[src/rtl/bitfusion_input_skewer.sv]
// Diagonal input skewer for a BitFusion PE column: lane k is delayed by k cycles
// so each PE sees its activation alongside the registered partial sum from PE k-1.
module bitfusion_input_skewer #(
  parameter int unsigned LANES = 16,
  parameter int unsigned DW    = 32
) (
  input  logic                  clk,
  input  logic                  reset,
  input  logic                  in_valid,
  output logic                  in_ready,
  input  logic [LANES*DW-1:0]   in_vec,
  input  logic                  flush,
  output logic [LANES*DW-1:0]   skew_out,
  output logic [LANES-1:0]      lane_valid,
  output logic                  busy,
  output logic                  done
);

  localparam int unsigned CW = (LANES > 1) ? $clog2(LANES) : 1;

  typedef enum logic [1:0] {IDLE, STREAM, DRAIN} state_t;

  state_t           state, state_nxt;
  logic [CW-1:0]    cnt, cnt_nxt;
  logic [LANES-1:0] vld, vld_nxt;
  logic             accept;
  logic             done_nxt;
  logic             busy_nxt;

  assign in_ready   = (state != DRAIN);
  assign accept     = in_valid && in_ready;
  assign vld_nxt    = (vld << 1) | LANES'(accept);
  assign lane_valid = vld;

  // Next-state, drain counter and registered-output precompute
  always_comb begin
    state_nxt = state;
    cnt_nxt   = cnt;
    done_nxt  = 1'b0;
    unique case (state)
      IDLE: begin
        if (flush) begin
          state_nxt = DRAIN;
          cnt_nxt   = CW'(LANES - 1);
        end else if (accept) begin
          state_nxt = STREAM;
        end
      end
      STREAM: begin
        if (flush) begin
          state_nxt = DRAIN;
          cnt_nxt   = CW'(LANES - 1);
        end else if (vld_nxt == '0) begin
          state_nxt = IDLE;
        end
      end
      DRAIN: begin
        cnt_nxt = cnt - CW'(1);
        if (cnt <= CW'(1)) begin
          state_nxt = IDLE;
          done_nxt  = 1'b1;
        end
      end
      default: state_nxt = IDLE;
    endcase
    busy_nxt = (vld_nxt != '0) || (state_nxt != IDLE);
  end

  always_ff @(posedge clk or negedge reset) begin
    if (!reset) begin
      state <= IDLE;
      cnt   <= '0;
      vld   <= '0;
      busy  <= 1'b0;
      done  <= 1'b0;
    end else begin
      state <= state_nxt;
      cnt   <= cnt_nxt;
      vld   <= vld_nxt;
      busy  <= busy_nxt;
      done  <= done_nxt;
    end
  end

  // Per-lane delay chain of depth k+1; bubbles shift in as zero data
  for (genvar k = 0; k < LANES; k++) begin : g_lane
    logic [DW-1:0] chain [k+1];

    always_ff @(posedge clk or negedge reset) begin
      if (!reset) begin
        for (int j = 0; j <= k; j++) chain[j] <= '0;
      end else begin
        chain[0] <= accept ? in_vec[k*DW +: DW] : '0;
        for (int j = 1; j <= k; j++) chain[j] <= chain[j-1];
      end
    end

    assign skew_out[k*DW +: DW] = chain[k];
  end

endmodule

[config.mk]
export PLATFORM = sky130hd
export DESIGN_NAME = bitfusion_input_skewer
export DESIGN_NICKNAME = d
export VERILOG_FILES = /design/src/rtl/bitfusion_input_skewer.sv
export SDC_FILE = /design/constraint.sdc
export NUM_CORES = 2
export LEC_CHECK = 0
export ABC_AREA = 1
export BUFFER_PORTS_ARGS = -buffer_cell sky130_fd_sc_hd__buf_4
export CORE_MARGIN = 4
export CORE_UTILIZATION = 30
export DETAILED_ROUTE_END_ITERATION = 6
export PLACE_DENSITY = 0.58
export SLEW_MARGIN = 20
export SYNTH_ARGS = -nofsm -noshare
export SYNTH_HDL_FRONTEND = slang
export SYNTH_SLANG_ARGS = --single-unit
[constraint.sdc]
create_clock -name clk -period 1.6 [get_ports clk]
set_input_delay 0.08 -clock clk [delete_from_list [all_inputs] [get_ports clk]]
set_output_delay 0.08 -clock clk [all_outputs]
set_load 0.05 [all_outputs]
### Word-level counts from Yosys, hierarchy flattened

Cells that the tools add are included.

* word-level logic and storage cells: 183
* input bits: 516
* output and inout bits: 531
* register bits: 4376

* bitwise logic cells: 1
* muxes and demuxes: 26
* add/sub/neg operators: 1
* equal/unequal tests: 4
* reductions and logical operators: 9
* magnitude comparators: 1

Operators with widths (number)
* $mux 32: 16
* $logic_not 16->1: 1
* $or 16x1->16: 1
* $reduce_bool 16->1: 1
* $mux 2: 5
* $pmux 4 s2: 1
* $pmux 2 s3: 1
* $le 4x1->1 const B: 1
* $mux 4: 1
* $reduce_bool 2->1: 2
* $sub 4x1->4 const B: 1
* $eq 2x1->1 const B: 1
* $eq 2x2->1 const B: 1
* $logic_not 2->1: 1
* $mux 1: 2
* $ne 2x1->1 const B: 1
* $ne 2x2->1 const B: 1
* $reduce_and 2->1: 1
* $reduce_or 2->1: 1
* $logic_and 1x1->1: 1
* $logic_or 1x1->1: 1

### Longest topological paths before layout

* depth after elaboration: 9
* depth in mapped cells: 8
* mapped depth without buffers: 7

### Worst setup path after synthesis

Ideal clock, no wire load.

* path kind: flip-flop to flip-flop
* start point: reg state[1]
* end point: reg g_lane[4].chain[151] in the netlist's numbering
* stages on the path, launching flop included: 9
* arrival: 1338 ps
* data required time: 1529 ps
* buffers on the path: 3
* path slack: 190 ps
* setup time: 71 ps
* period minus slack after synthesis: 1410 ps
* cell sequence: dfrtp_1 inv_2 nor2_4 inv_2 nand2_1 buf_4 buf_6 buf_4 nor2_1

* cells in the longest elaborated chain, start to end: 3

RTL lines
* start: declaration: line 23 `state_t state, state_nxt;`
* start signal: assignment: line 77 `state <= state_nxt;`
* $ne 2x2->1: line 30 `assign in_ready = (state != DRAIN);`
* named net in_ready: line 10 `output logic in_ready,`
* $logic_and 1x1->1: line 31 `assign accept = in_valid && in_ready;`
* $mux 32: line 93 `chain[0] <= accept ? in_vec[k*DW +: DW] : '0;`
* end: declaration: line 87 `logic [DW-1:0] chain [k+1];`

The timed path passes the listed nets, and every way through them passes these cells.
A chain may end at the register's enable or synchronous reset.

### Final worst setup path

* start point: reg state[0]
* end point: out in_ready

* cells in the longest elaborated chain, start to end: 1

RTL lines (line)
* $ne 2x2->1: 30
* end: declaration: 10

No other way between the ends.

==> results.ini <==
[outcome]
outcome = finished with violations
violations = negative setup slack

[placement]
dp_cells = 11900
dp_hpwl_um = 154000
numPortBuffers = 1046
gp_congestion = 0.869

[synth]
synthSimpleGateAreaFrac_pct = 1.73
synthMuxAreaShare_pct = 0
ys.warnings.count = 0
synth_xor_area_share_pct = 0
ys_seq_elements = 4376
synthDistinctLibCells = 15
synth_top_family_by_area = buffers and inverters
synth_fp_nets = 6503
syn_inst = 5985
yosysSeqAreaShare_pct = 93.0
synth_area_per_cell_sq_um = 19.7
netlist_area_sq_um = 118000
synth-compound-area-share_pct = 0.0489
synthAdderAreaFrac_pct = 0.0213

[grt]
track_usage_pct = 12.6
grt_pass1_wl_um = 381000
grt_max_degree = 124
grt_pass1_vias = 60500
grt-ovfl-total = 0
antenna_found_initial = 68

[final_layout]
drive_gt1_share_pct = 25.6
area_delta_synth_final_pct = 35.7
utilization_pct = 41.0
layout.nets = 8759
layout_commonest_cell = dfrtp_1
final_cell_mix = 4319 x dfrtp_1, 1001 x dlygate4sd3_1, 672 x buf_4
final_cells = 13800

[clock_tree]
htreeDepth = 5
clk_pin_slew_ns = 0.07
clockBufferDepth = 4
cts_root_buffer = clkbuf_16
clock_sinks = 4376
cts_tree = done
insertion_delay_ns = 0.94
numCtsBuffers = 417

[detailed_routing]
drtIter0Drc = 2890
ant_nets = 0
vias_per_cell = 3.76
post-route-drc-count = 0
vias = 52100
drtPass1Iterations = 5
wl_per_cell_um = 19.0
postRouteWirelength_um = 262000

[timing]
worstMarginPinSlew_ns = 1.07
setup_viol = 349
rsz0062_at_grt = true
finalCritPeriodShare_pct = 117
fmax_mhz = 532
fin_crit_ns = 1.88
skew_ns = 0.0516
slew_violations = 0
layout_setup_ws_ns = -0.279
slew_headroom_pct = 28.7
finalHoldViolations = 0

[worst_setup_path]
cpPeakStageDelay_ns = 0.43
cpMaxStageDelayCell = dfrtp_1
crit_path_end_kind = output pin
critPathKind = reg2out
cp_cell_sequence = nor2_4 -> inv_2 -> buf_6 -> buf_8
path_delay_family = flip-flops
crit_required_ns = 1.52
worst-path-buf-inv = 3
crit_path_start_kind = register
cp_max_fo = 3
cp_data_arrival_time_ns = 1.80

[die]
row_count = 229
initial_core_util_pct = 30.2
ios = 1047
dieArea_sq_um = 402000
dieHeight_um = 634
chipWidth_um = 634
core_area_sq_um = 390000

[pwr]
total_power_mw = 263
cellPowerDensity_nw_per_um2 = 1650
p_leak_nw = 82.7
ir_drop_mv = 0.933

[job]
drv_cap = 0

[worst_hold_path]
hold_path_class = in2async

-- repair_timing --
| action | in CTS | in global routing |
|---|---|---|
| cloned | 10 | 28 |
| setup buffers | 34 | 29 |
| hold endpoints to repair | 4896 | 139 |
| pin swaps | 2 | 3 |
| setup endpoints to repair | 548 | 1130 |
| resized for setup | 617 | 157 |
| hold buffers | 1002 | 2 |
-- synthesized netlist by cell type --
| cell type | count | area (sq um) |
|---|---|---|
| nand4_1 | 1 | 6.26 |
| nor2_4 | 1 | 11.3 |
| o21ai_0 | 8 | 40.0 |
| ha_1 | 2 | 25.0 |
| buf_2 | 12 | 60.1 |
| dfrtp_1 | 4376 | 110000 |
| buf_4 | 491 | 3690 |
| nor2_1 | 527 | 1980 |
| nand2_1 | 7 | 26.3 |
| nand3_1 | 2 | 10.0 |
| inv_2 | 2 | 7.51 |
| o211ai_1 | 1 | 7.51 |
| a21oi_1 | 2 | 10.0 |
| inv_1 | 519 | 1950 |
| buf_6 | 34 | 383 |
-- power breakdown --
part	switching, mW	internal, mW
Sequential	6.53	127
Combinational	16.5	10.5
Clock	42.0	60.3
-- final cells by class --
class	instances	area [sq um]
fill	33300	230000
sequential	4376	110000
timing repair buffer	2374	24600
clock buffer	596	12100
tap	5197	6500
clock inverter	170	2510
multi-input combinational	551	2400
inverter	521	1960
antenna	49	123
-- per-layer routing --
| metal | part of all wire [%] | routed length [um] | vias to the layer above | GRT usage (%) |
|---|---|---|---|---|
| li1 | - | - | 22000 | - |
| met1 | 35 | 91300 | 27700 | 13.6 |
| met2 | 53 | 138000 | 1483 | 22.2 |
| met3 | 4.7 | 12300 | 861 | 2.81 |
| met4 | 7.9 | 20700 | 18 | 8.37 |
| met5 | 0.048 | 125 | - | 0 |
-- metrics by stage --
step           instance area [sq um]  setup WS [ns]  TNS, ns  hold slack [ns]
2_1_floorplan                 118000          0.190        0           -0.216
3_3_place_gp                  131000         0.0347        0           0.0337
3_5_place_dp                  131000       -0.00625  -0.0109           0.0287
4_1_cts                       158000         -0.364   -70.36          0.00251
5_1_grt                       160000         -0.409   -75.38           0.0212
6_report                      160000         -0.279   -18.90           0.0854
-- registers in the layout, indices dropped and copies added, names as in the netlist --
| signal | flops |
|---|---|
| busy | 1 |
| cnt | 4 |
| done | 1 |
| g_lane.chain | 3872 |
| lane_valid | 16 |
| skew_out | 480 |
| state | 2 |
-- final timing paths --
check	cells after the start	start	endpoint	slack, ns
worst max register to register	10	state[0]	g_lane[4].chain[134]	-0.12
worst min-delay path	4	reset	g_lane[3].chain[74]	0.09
max in group asynchronous	4	reset	g_lane[13].chain[372]	0.22
min in group clk	4	in_vec[16]	g_lane[0].chain[16]	0.10
worst max-delay path	4	state[0]	in_ready	-0.28
worst min register to register	0	g_lane[9].chain[76]	g_lane[9].chain[44]	0.30
-- worst min-delay path, stage by stage --
cell and delay [ns]:
dlygate4sd3_1 0.62, buf_16 0.16, buf_12 0.22, buf_4 0.29
-- cells by family after synthesis --
family,count (synthesis)
buf+inv,1058
compound gates,11
fa+ha+maj,2
flops,4376
simple gates,538
(Power assumes the default switching activity.)
